`config.mk`:
```
export PLATFORM = sky130hd
export DESIGN_NAME = tom_bus_arbiter
export DESIGN_NICKNAME = d
export VERILOG_FILES = /design/src/rtl/tom_bus_arbiter.sv
export SDC_FILE = /design/constraint.sdc
export NUM_CORES = 1
export LEC_CHECK = 0
export BUFFER_PORTS_ARGS = -buffer_cell sky130_fd_sc_hd__buf_4
export CAP_MARGIN = 20
export CELL_PAD_IN_SITES_DETAIL_PLACEMENT = 2
export CELL_PAD_IN_SITES_GLOBAL_PLACEMENT = 2
export CORE_UTILIZATION = 30
export DETAILED_ROUTE_END_ITERATION = 7
export HOLD_SLACK_MARGIN = 0.05
export PLACE_DENSITY_LB_ADDON = 0.1
export SLEW_MARGIN = 20
export SYNTH_ARGS = -nofsm -noshare
export SYNTH_HDL_FRONTEND = slang
export SYNTH_SLANG_ARGS = --single-unit
```
`constraint.sdc`:
```
create_clock -name sys_clk -period 2.07 [get_ports sys_clk]
set_clock_uncertainty 0.2 [all_clocks]
set_input_delay 0.3105 -clock sys_clk [delete_from_list [all_inputs] [get_ports sys_clk]]
set_output_delay 0.3105 -clock sys_clk [all_outputs]
set_load 0.01 [all_outputs]
```
`src/rtl/tom_bus_arbiter.sv`:
```
// tom_bus_arbiter: registered arbiter for the shared 64-bit main-memory bus.
//
// The CPU is the parked default owner. The DMA engine, the blitter (high and normal levels) and
// the GPU request the bus. Ownership changes always pass through a handoff gap of TURN dead
// cycles. Bus lock and outstanding memory cycles are honoured. GPU and normal-level blitter
// grants lose the bus after TENURE cycles if another non-CPU request is waiting.
//
// Ports:
//   sys_clk     in   system clock, rising edge
//   reset       in   synchronous reset, active-high
//   dma_breq    in   DMA request (highest priority)
//   blit_breq   in   [1] blitter high-level request, [0] normal-level request
//   gpu_breq    in   GPU request
//   mem_busy    in   current owner has a memory cycle outstanding
//   lock        in   current owner forbids revocation
//   dma_back    out  DMA grant
//   blit_back   out  blitter grant
//   gpu_back    out  GPU grant
//   cpu_bg      out  CPU grant (park)
//   preempt     out  revocation of the current owner is pending
//   owner       out  0 none, 1 CPU, 2 GPU, 3 blitter, 4 DMA
//   turnaround  out  handoff gap in progress
module tom_bus_arbiter #(
    parameter int unsigned TENURE = 64,
    parameter int unsigned TURN   = 1
) (
    input  logic       sys_clk,
    input  logic       reset,
    input  logic       dma_breq,
    input  logic [1:0] blit_breq,
    input  logic       gpu_breq,
    input  logic       mem_busy,
    input  logic       lock,
    output logic       dma_back,
    output logic       blit_back,
    output logic       gpu_back,
    output logic       cpu_bg,
    output logic       preempt,
    output logic [2:0] owner,
    output logic       turnaround
);

    localparam logic [1:0] StPark    = 2'd0;
    localparam logic [1:0] StGrant   = 2'd1;
    localparam logic [1:0] StHandoff = 2'd2;

    localparam logic [2:0] OwnNone = 3'd0;
    localparam logic [2:0] OwnCpu  = 3'd1;
    localparam logic [2:0] OwnGpu  = 3'd2;
    localparam logic [2:0] OwnBlit = 3'd3;
    localparam logic [2:0] OwnDma  = 3'd4;

    localparam logic [7:0] TenureLim = 8'(TENURE);
    localparam logic [2:0] TurnLast  = 3'(TURN - 1);

    logic [1:0] st_q, st_d;
    logic [2:0] own_q, own_d;
    logic [7:0] ten_q, ten_d;
    logic [2:0] turn_q, turn_d;
    logic       preempt_d;

    logic       dma_back_q, blit_back_q, gpu_back_q, cpu_bg_q, preempt_q, turnaround_q;
    logic [2:0] owner_q, owner_d;

    logic       any_req;
    logic [2:0] pick;
    logic       own_req, higher, tenured, others, expired, revoke, release_ok;

    assign any_req = dma_breq | (|blit_breq) | gpu_breq;

    // Winner at the end of the handoff gap; OwnCpu here means nobody is asking.
    always_comb begin
        if (dma_breq) begin
            pick = OwnDma;
        end else if (blit_breq[1]) begin
            pick = OwnBlit;
        end else if (gpu_breq) begin
            pick = OwnGpu;
        end else if (blit_breq[0]) begin
            pick = OwnBlit;
        end else begin
            pick = OwnCpu;
        end
    end

    // Release analysis for the current owner. The blitter's level follows blit_breq every
    // cycle, so a normal-level owner that raises [1] gains high-level protection.
    always_comb begin
        own_req = 1'b0;
        higher  = 1'b0;
        tenured = 1'b0;
        others  = 1'b0;
        case (own_q)
            OwnDma: begin
                own_req = dma_breq;
            end
            OwnBlit: begin
                own_req = |blit_breq;
                if (blit_breq[1]) begin
                    higher = dma_breq;
                end else begin
                    higher  = dma_breq | gpu_breq;
                    tenured = 1'b1;
                    others  = dma_breq | gpu_breq;
                end
            end
            OwnGpu: begin
                own_req = gpu_breq;
                higher  = dma_breq | blit_breq[1];
                tenured = 1'b1;
                others  = dma_breq | (|blit_breq);
            end
            default: ;
        endcase
        expired    = tenured && (ten_q >= TenureLim) && others;
        revoke     = higher | expired;
        // mem_busy holds everything; lock only protects against revocation.
        release_ok = !mem_busy && (!own_req || (revoke && !lock));
    end

    always_comb begin
        st_d      = st_q;
        own_d     = own_q;
        ten_d     = ten_q;
        turn_d    = turn_q;
        preempt_d = 1'b0;
        unique case (st_q)
            StPark: begin
                if (any_req && !mem_busy && !lock) begin
                    st_d   = StHandoff;
                    turn_d = 3'd0;
                end
            end
            StGrant: begin
                if (release_ok) begin
                    st_d   = StHandoff;
                    turn_d = 3'd0;
                end else begin
                    preempt_d = revoke;
                    if (ten_q != 8'hff) begin
                        ten_d = ten_q + 8'd1;
                    end
                end
            end
            StHandoff: begin
                // Requests are only looked at in the final gap cycle.
                if (turn_q == TurnLast) begin
                    if (any_req) begin
                        st_d  = StGrant;
                        own_d = pick;
                        ten_d = 8'd0;
                    end else begin
                        st_d = StPark;
                    end
                end else begin
                    turn_d = turn_q + 3'd1;
                end
            end
            default: begin
                st_d = StPark;
            end
        endcase
    end

    always_comb begin
        if (st_d == StHandoff) begin
            owner_d = OwnNone;
        end else if (st_d == StPark) begin
            owner_d = OwnCpu;
        end else begin
            owner_d = own_d;
        end
    end

    always_ff @(posedge sys_clk) begin
        if (reset) begin
            st_q         <= StPark;
            own_q        <= OwnCpu;
            ten_q        <= 8'd0;
            turn_q       <= 3'd0;
            dma_back_q   <= 1'b0;
            blit_back_q  <= 1'b0;
            gpu_back_q   <= 1'b0;
            cpu_bg_q     <= 1'b1;
            preempt_q    <= 1'b0;
            owner_q      <= OwnCpu;
            turnaround_q <= 1'b0;
        end else begin
            st_q         <= st_d;
            own_q        <= own_d;
            ten_q        <= ten_d;
            turn_q       <= turn_d;
            dma_back_q   <= (st_d == StGrant) && (own_d == OwnDma);
            blit_back_q  <= (st_d == StGrant) && (own_d == OwnBlit);
            gpu_back_q   <= (st_d == StGrant) && (own_d == OwnGpu);
            cpu_bg_q     <= (st_d == StPark);
            preempt_q    <= preempt_d;
            owner_q      <= owner_d;
            turnaround_q <= (st_d == StHandoff);
        end
    end

    assign dma_back   = dma_back_q;
    assign blit_back  = blit_back_q;
    assign gpu_back   = gpu_back_q;
    assign cpu_bg     = cpu_bg_q;
    assign preempt    = preempt_q;
    assign owner      = owner_q;
    assign turnaround = turnaround_q;

endmodule

```
==> results of run 1 <==
[cell families after synthesis]
kind of cell	Yosys count	synth area share, %
XOR/XNOR	1	0.719
adder cells (fa/ha/maj)	3	3.08
AND/OR/NAND/NOR	64	29.9
flip-flops	25	41.1
AO/OA/AOI/OAI	37	21.6
buffers and inverters	10	3.70
[path summary, 6_finish.rpt]
path	from	to	slack, ns	cells after the start
worst max-delay path	own_q[1]$_SDFF_PP0_	ten_q[1]$_SDFFE_PP0P_	-0.14	10
worst min-delay path	reset	turn_q[1]$_SDFFE_PP0P_	0.12	2
worst max register to register	own_q[1]$_SDFF_PP0_	ten_q[1]$_SDFFE_PP0P_	-0.14	10
worst min register to register	ten_q[5]$_SDFFE_PP0P_	ten_q[5]$_SDFFE_PP0P_	0.29	2
[area by class of cell]
class / instances / area [sq um] / share of cell area (%)
Multi-Input combinational cell: 106 / 943 / 44.4
Timing Repair Buffer: 66 / 529 / 24.9
Sequential cell: 25 / 514 / 24.2
Tap cell: 48 / 60.1 / 2.83
Clock buffer: 3 / 41.3 / 1.94
Inverter: 8 / 30.0 / 1.41
Clock inverter: 1 / 7.51 / 0.353
[through the flow]
| stage | power (W) | setup slack, ns | util [%] | TNS [ns] | area [sq um] |
|---|---|---|---|---|---|
| global route | 0.00115 | -0.192 | 56.4 | -2.04 | 2130 |
| detailed placement | 0.000687 | -0.271 | 43.7 | -2.10 | 1650 |
| global placement | 0.000676 | -0.211 | 43.7 | -1.25 | 1650 |
| floorplan | 0.000585 | 0.0149 | - | 0 | 1220 |
| CTS | 0.00103 | -0.0690 | 49.8 | -0.336 | 1880 |
| finish | 0.00112 | -0.138 | 56.4 | -1.26 | 2130 |
[layer usage]
layer  vias to the layer above  global-route usage [%]  part of all wire (%)
met1                       738                    28.5                    39
met4                         0                    16.0                   5.9
met5                         -                       0                     0
met3                        33                    4.17                   2.8
met2                        63                    57.0                    52
li1                        650                       -                     -
[registers in the layout, summed over array words and instances, names as in the netlist]
name,count
turnaround,1
owner,3
dma_back,1
blit_back,1
gpu_back,1
preempt,1
turn_q,3
ten_q,8
cpu_bg,1
st_q,2
own_q,3
[report_power, final]
group          internal, W  switching, W  total (W)  leakage, nW
combinational     0.000135      0.000155   0.000290        0.582
clock             0.000137      0.000186   0.000323       0.0217
sequential        0.000494     0.0000136   0.000507        0.206
[placed cells by master, fill, tap and decap left out, types with 2 or more instances in the layout]
master    instances
or3_1             4
or4_1             2
or3_4             2
ha_1              2
a21oi_2           4
a31oi_4           6
o21ai_2           4
or2b_4            2
dfxtp_1          18
nor2_1           11
o21ai_0           3
buf_4            57
nor3_2            2
o21bai_1          2
nand3_1           3
inv_1             7
and2_4            2
nand2_2           3
dfxtp_4           2
nor3_1            2
buf_6             9
nand3b_1          2
and3_1            2
nand2_1          11
clkbuf_8          3
a21oi_1           7
dfxtp_2           5
[worst max-delay path: stages (launching register included)]
cell and delay (ns):
dfxtp_4 0.36, buf_4 0.13, buf_4 0.13, nor2b_4 0.14
a31oi_4 0.28, nand2_4 0.11, buf_6 0.14, a31oi_4 0.25
buf_6 0.16, o21ai_2 0.06, a21oi_1 0.17
[timing repair]
item / 4_1_cts / 5_1_grt
buffers inserted: 7 / 11
resized for setup: 26 / 46
endpoints found under the setup margin: 15 / 21
cloned: 1 / 0
pin swaps: 12 / 14
==> impl_metrics.env, run 1 <==
export IMPL_powerDensity_nw_per_um2=527
export IMPL_die_h_um=65.7
export IMPL_max_vdd_ir_drop_uv=505
export IMPL_synth_distinct_cells=45
export IMPL_grt_first_pass_wirelength_um=8980
export IMPL_place_gp_congestion=0.743
export IMPL_ys_seq_area_share_pct=41.1
export IMPL_setup_worst_path_start_class="register"
export IMPL_max_freq_mhz=453
export IMPL_drv_slew=0
export IMPL_synth_largest_area_cell="dfxtp_1"
export IMPL_clockRootBuffer="clkbuf_8"
export IMPL_hpwl_um=3330
export IMPL_synth_area_sq_um=1220
export IMPL_antennaDiodeCount=0
export IMPL_clk_pin_slew_ns=0.11
export IMPL_holdCritPathClass="in -> reg"
export IMPL_ioPinCount=17
export IMPL_critPathArrivalTime_ns=2.21
export IMPL_initial_core_util_pct=32.3
export IMPL_hold_violations=0
export IMPL_synthesis_nets=151
export IMPL_vias=1484
export IMPL_cts_sinks=25
export IMPL_drv_cap=0
export IMPL_cts_tree="done"
export IMPL_nFillCells=401
export IMPL_wl_per_cell_um=27.7
export IMPL_area_delta_synth_final_pct=74.4
export IMPL_ant_nets=0
export IMPL_slew_headroom_pct=69.6
export IMPL_p_leak_nw=0.810
export IMPL_min_period_ns=2.21
export IMPL_violations="setup timing"
export IMPL_status="finished, violations left"
export IMPL_crit_required_ns=2.07
export IMPL_first_pass_iters=4
export IMPL_endpoint_kind="register"
export IMPL_fp_dieW_um=65.7
export IMPL_worstMarginPinSlew_ns=0.455
export IMPL_cts_htree_levels=1
export IMPL_vias_per_cell=5.77
export IMPL_holdBufCountCts=0
export IMPL_grt_overflow_total=0
export IMPL_synth_common_cells="25 x dfxtp_1, 15 x nand2_1, 12 x a21oi_1"
export IMPL_dp_cells=237
export IMPL_setup_viol=13
export IMPL_rows=22
export IMPL_antenna_found_initial=0
export IMPL_crit_path_max_fanout=5
export IMPL_ys_ff_latch=25
export IMPL_drt_iter0_drc=79
export IMPL_finalCritPeriodShare_pct=107
export IMPL_rsz0062_at_grt="yes"
export IMPL_grt_max_degree=16
export IMPL_synth_top_area_share_pct=41.1
export IMPL_wirelength_um=7120
export IMPL_syn_avg_cell_area_sq_um=8.70
export IMPL_yosysWarnings=0
export IMPL_grtUsageTotal_pct=29.1
export IMPL_holdWs_ns=0.123
export IMPL_synthTopCellsByArea="dfxtp_1 41%, a21oi_1 4.9%, nand2_1 4.6%, nor2_1 3.4%, o21ai_0 3.3%"
export IMPL_insertion_delay_ns=0.28
export IMPL_fin_ws_ns=-0.138
export IMPL_numCtsBuffers=3
export IMPL_core_sq_um=3770
export IMPL_first_global_vias=1624
export IMPL_drc=0
export IMPL_async_flop_share_pct=0
export IMPL_synth_edf_count=0
export IMPL_finalNetCount=221
export IMPL_syn_instance_count=140
export IMPL_crit_type="reg -> reg"
export IMPL_cts_buffer_depth=2
export IMPL_ys_flop_type="dfxtp_1"
export IMPL_die_area_sq_um=4320
export IMPL_drive_above_1_share_pct=57.9
export IMPL_synth_most_common_cell="dfxtp_1"
export IMPL_finalNonFillerCells=257
export IMPL_portBuffers=16
Power figures use the tool's default switching activity.
==> run 2, diff against run 1 <==
- CORE_ASPECT_RATIO: default -> 0.5
==> run 2 against run 1 <==
Against the previous run:
- the flow still finishes with violations (setup timing)
- via count decreased by 5.9%
- sequential power barely moved
- combinational power is 18% lower
- total power decreased by 6.2%
- clock power down 5%
- non-clock buffer count is 8 lower
- critical path depth decreased by 3
- worst setup slack better by 0.049 ns
- die area grew 0.36%
- count of clock-buffer cells in the layout unchanged
- first-iteration DRC count decreased by 56%
- sequential cell count stayed put
- critical path type unchanged
- critical endpoint is now ten_q[3]$_SDFFE_PP0P_
==> impl_metrics.env, run 2 (synthesized netlist as in run 1, its figures left out) <==
export IMPL_drv_slew=0
export IMPL_finalNonFillerCells=251
export IMPL_endpoint_kind="register"
export IMPL_first_pass_iters=4
export IMPL_cts_tree="done"
export IMPL_final_cell_mix="54 x buf_4, 21 x dfxtp_1, 11 x nor2_1, 11 x nand2_1"
export IMPL_rr_endpoint="ten_q[3]$_SDFFE_PP0P_"
export IMPL_hold_violations=0
export IMPL_min_to="turn_q[1]$_SDFFE_PP0P_"
export IMPL_insertion_delay_ns=0.28
export IMPL_slew_headroom_pct=67.4
export IMPL_sw_frac_of_total_pct=29.5
export IMPL_powerDensity_nw_per_um2=531
export IMPL_clock_power_share_pct=29.1
export IMPL_portBuffers=16
export IMPL_grt_first_pass_wirelength_um=8050
export IMPL_drt_iter0_drc=35
export IMPL_max_freq_mhz=463
export IMPL_finalNetCount=212
export IMPL_drv_cap=0
export IMPL_vias=1397
export IMPL_wl_per_cell_um=23.7
export IMPL_cts_sinks=25
export IMPL_crit_required_ns=2.04
export IMPL_grt_max_degree=15
export IMPL_pwr_share_comb_pct=22.8
export IMPL_r2r_setup_slack_ns=-0.09
export IMPL_internal_power_w=0.000741
export IMPL_numCtsBuffers=3
export IMPL_clockRootBuffer="clkbuf_8"
export IMPL_antennaDiodeCount=0
export IMPL_place_gp_congestion=0.771
export IMPL_setup_worst_path_start_class="register"
export IMPL_drc=0
export IMPL_vias_per_cell=5.57
export IMPL_finalCritPeriodShare_pct=104
export IMPL_violations="setup timing"
export IMPL_critPathArrivalTime_ns=2.13
export IMPL_first_global_vias=1481
export IMPL_rsz0062_at_grt="yes"
export IMPL_holdCritPathClass="in -> reg"
export IMPL_drive_above_1_share_pct=53.0
export IMPL_min_period_ns=2.16
export IMPL_ioPinCount=17
export IMPL_worstHoldPathCells=2
export IMPL_core_sq_um=3660
export IMPL_die_area_sq_um=4340
export IMPL_p_leak_nw=0.758
export IMPL_holdBufCountCts=0
export IMPL_rows=15
export IMPL_max_vdd_ir_drop_uv=498
export IMPL_mostFrequentLayoutCell="buf_4"
export IMPL_crit_chain="and3_4 > and2_4 > a311oi_4 > a31oi_4 > buf_6 > o31ai_1 > a21oi_2"
export IMPL_regMostFlops="ten_q"
export IMPL_crit_path_max_fanout=5
export IMPL_min_from="reset"
export IMPL_power_switching_w=0.000311
export IMPL_initial_core_util_pct=33.3
export IMPL_cts_buffer_depth=2
export IMPL_wirelength_um=5950
export IMPL_largest_reg_flops=8
export IMPL_cp_slowest_cell="a311oi_4"
export IMPL_max_stage_delay_ns=0.36
export IMPL_cts_htree_levels=1
export IMPL_pwr_share_seq_pct=48.1
export IMPL_dp_cells=240
export IMPL_nFillCells=398
export IMPL_worstMarginPinSlew_ns=0.488
export IMPL_status="finished, violations left"
export IMPL_die_h_um=47.1
export IMPL_hpwl_um=3450
export IMPL_seq_area_sq_um=508
export IMPL_setup_viol=14
export IMPL_antenna_found_initial=0
export IMPL_multi_input_area_sq_um=881
export IMPL_grtUsageTotal_pct=26.0
export IMPL_holdWs_ns=0.107
export IMPL_ant_nets=0
export IMPL_crit_type="reg -> reg"
export IMPL_area_delta_synth_final_pct=62.4
export IMPL_grt_overflow_total=0
export IMPL_clk_pin_slew_ns=0.09
export IMPL_fin_ws_ns=-0.0896
export IMPL_rr_worst_depth=7
export IMPL_worstReg2RegStart="ten_q[3]$_SDFFE_PP0P_"
export IMPL_fp_dieW_um=92.1
-- run 2: critical path, delay by kind of cell (launching register included) --
| family | cells | cell delay (ns) |
|---|---|---|
| AOI/OAI and AO/OA | 4 | 1.00 |
| buffers and inverters | 1 | 0.16 |
| DFF | 1 | 0.34 |
| and+or+nand+nor | 2 | 0.35 |
-- run 2: layout make-up --
class                      instances  share of cell area [%]
tap                               51                    3.22
inverter                           8                    1.52
sequential                        25                    25.7
multi-input combinational        105                    44.5
clock buffer                       3                    2.09
clock inverter                     1                   0.253
timing repair buffer              58                    22.8
-- run 2: per-stage QoR --
| stage | cell area [sq um] | utilization [%] | worst slack (ns) | setup TNS [ns] | power, W |
|---|---|---|---|---|---|
| after CTS | 1820 | 49.8 | -0.0825 | -0.271 | 0.00101 |
| after detailed placement | 1650 | 45.1 | -0.245 | -2.26 | 0.000685 |
| after global placement | 1650 | 45.1 | -0.150 | -0.860 | 0.000673 |
| after global routing | 1980 | 54.1 | -0.169 | -1.94 | 0.00109 |
| after floorplan | 1220 | - | 0.0149 | 0 | 0.000585 |
| final | 1980 | 54.1 | -0.0896 | -0.642 | 0.00105 |
-- run 2: timing repair --
item                                    4_1_cts  5_1_grt
endpoints found under the setup margin       18       22
hold endpoints to repair                      0        0
setup buffers                                 5        3
pin swaps                                     8       18
resized for setup                            18       34
-- run 2: power by group through the flow --
| stage | Sequential [W] | Clock, W | Combinational [W] |
|---|---|---|---|
| after floorplan | 0.000516 | 0 | 0.0000686 |
| after global placement | 0.000514 | 0 | 0.000159 |
| after detailed placement | 0.000514 | 0 | 0.000171 |
| after CTS | 0.000504 | 0.000311 | 0.000195 |
| after global routing | 0.000508 | 0.000335 | 0.000251 |
| final | 0.000506 | 0.000306 | 0.000239 |
-- run 2: how the worst max path moves through the flow --
stage,startpoint,to,slack [ns],cells after the start
2_1_floorplan,ten_q[0]$_SDFFE_PP0P_,ten_q[2]$_SDFFE_PP0P_,0.01,7
3_3_place_gp,ten_q[0]$_SDFFE_PP0P_,ten_q[3]$_SDFFE_PP0P_,-0.15,6
3_5_place_dp,ten_q[0]$_SDFFE_PP0P_,ten_q[3]$_SDFFE_PP0P_,-0.25,6
4_1_cts,ten_q[4]$_SDFFE_PP0P_,ten_q[3]$_SDFFE_PP0P_,-0.08,6
5_1_grt,own_q[1]$_SDFF_PP0_,ten_q[3]$_SDFFE_PP0P_,-0.17,8
6_report,ten_q[3]$_SDFFE_PP0P_,ten_q[3]$_SDFFE_PP0P_,-0.09,7
-- run 2: per-layer routing --
| layer | part of all wire [%] | track usage, % |
|---|---|---|
| met5 | 0 | 0 |
| met4 | 1.5 | 10.6 |
| met3 | 4.9 | 6.15 |
| met2 | 50 | 51.2 |
| met1 | 44 | 28.7 |
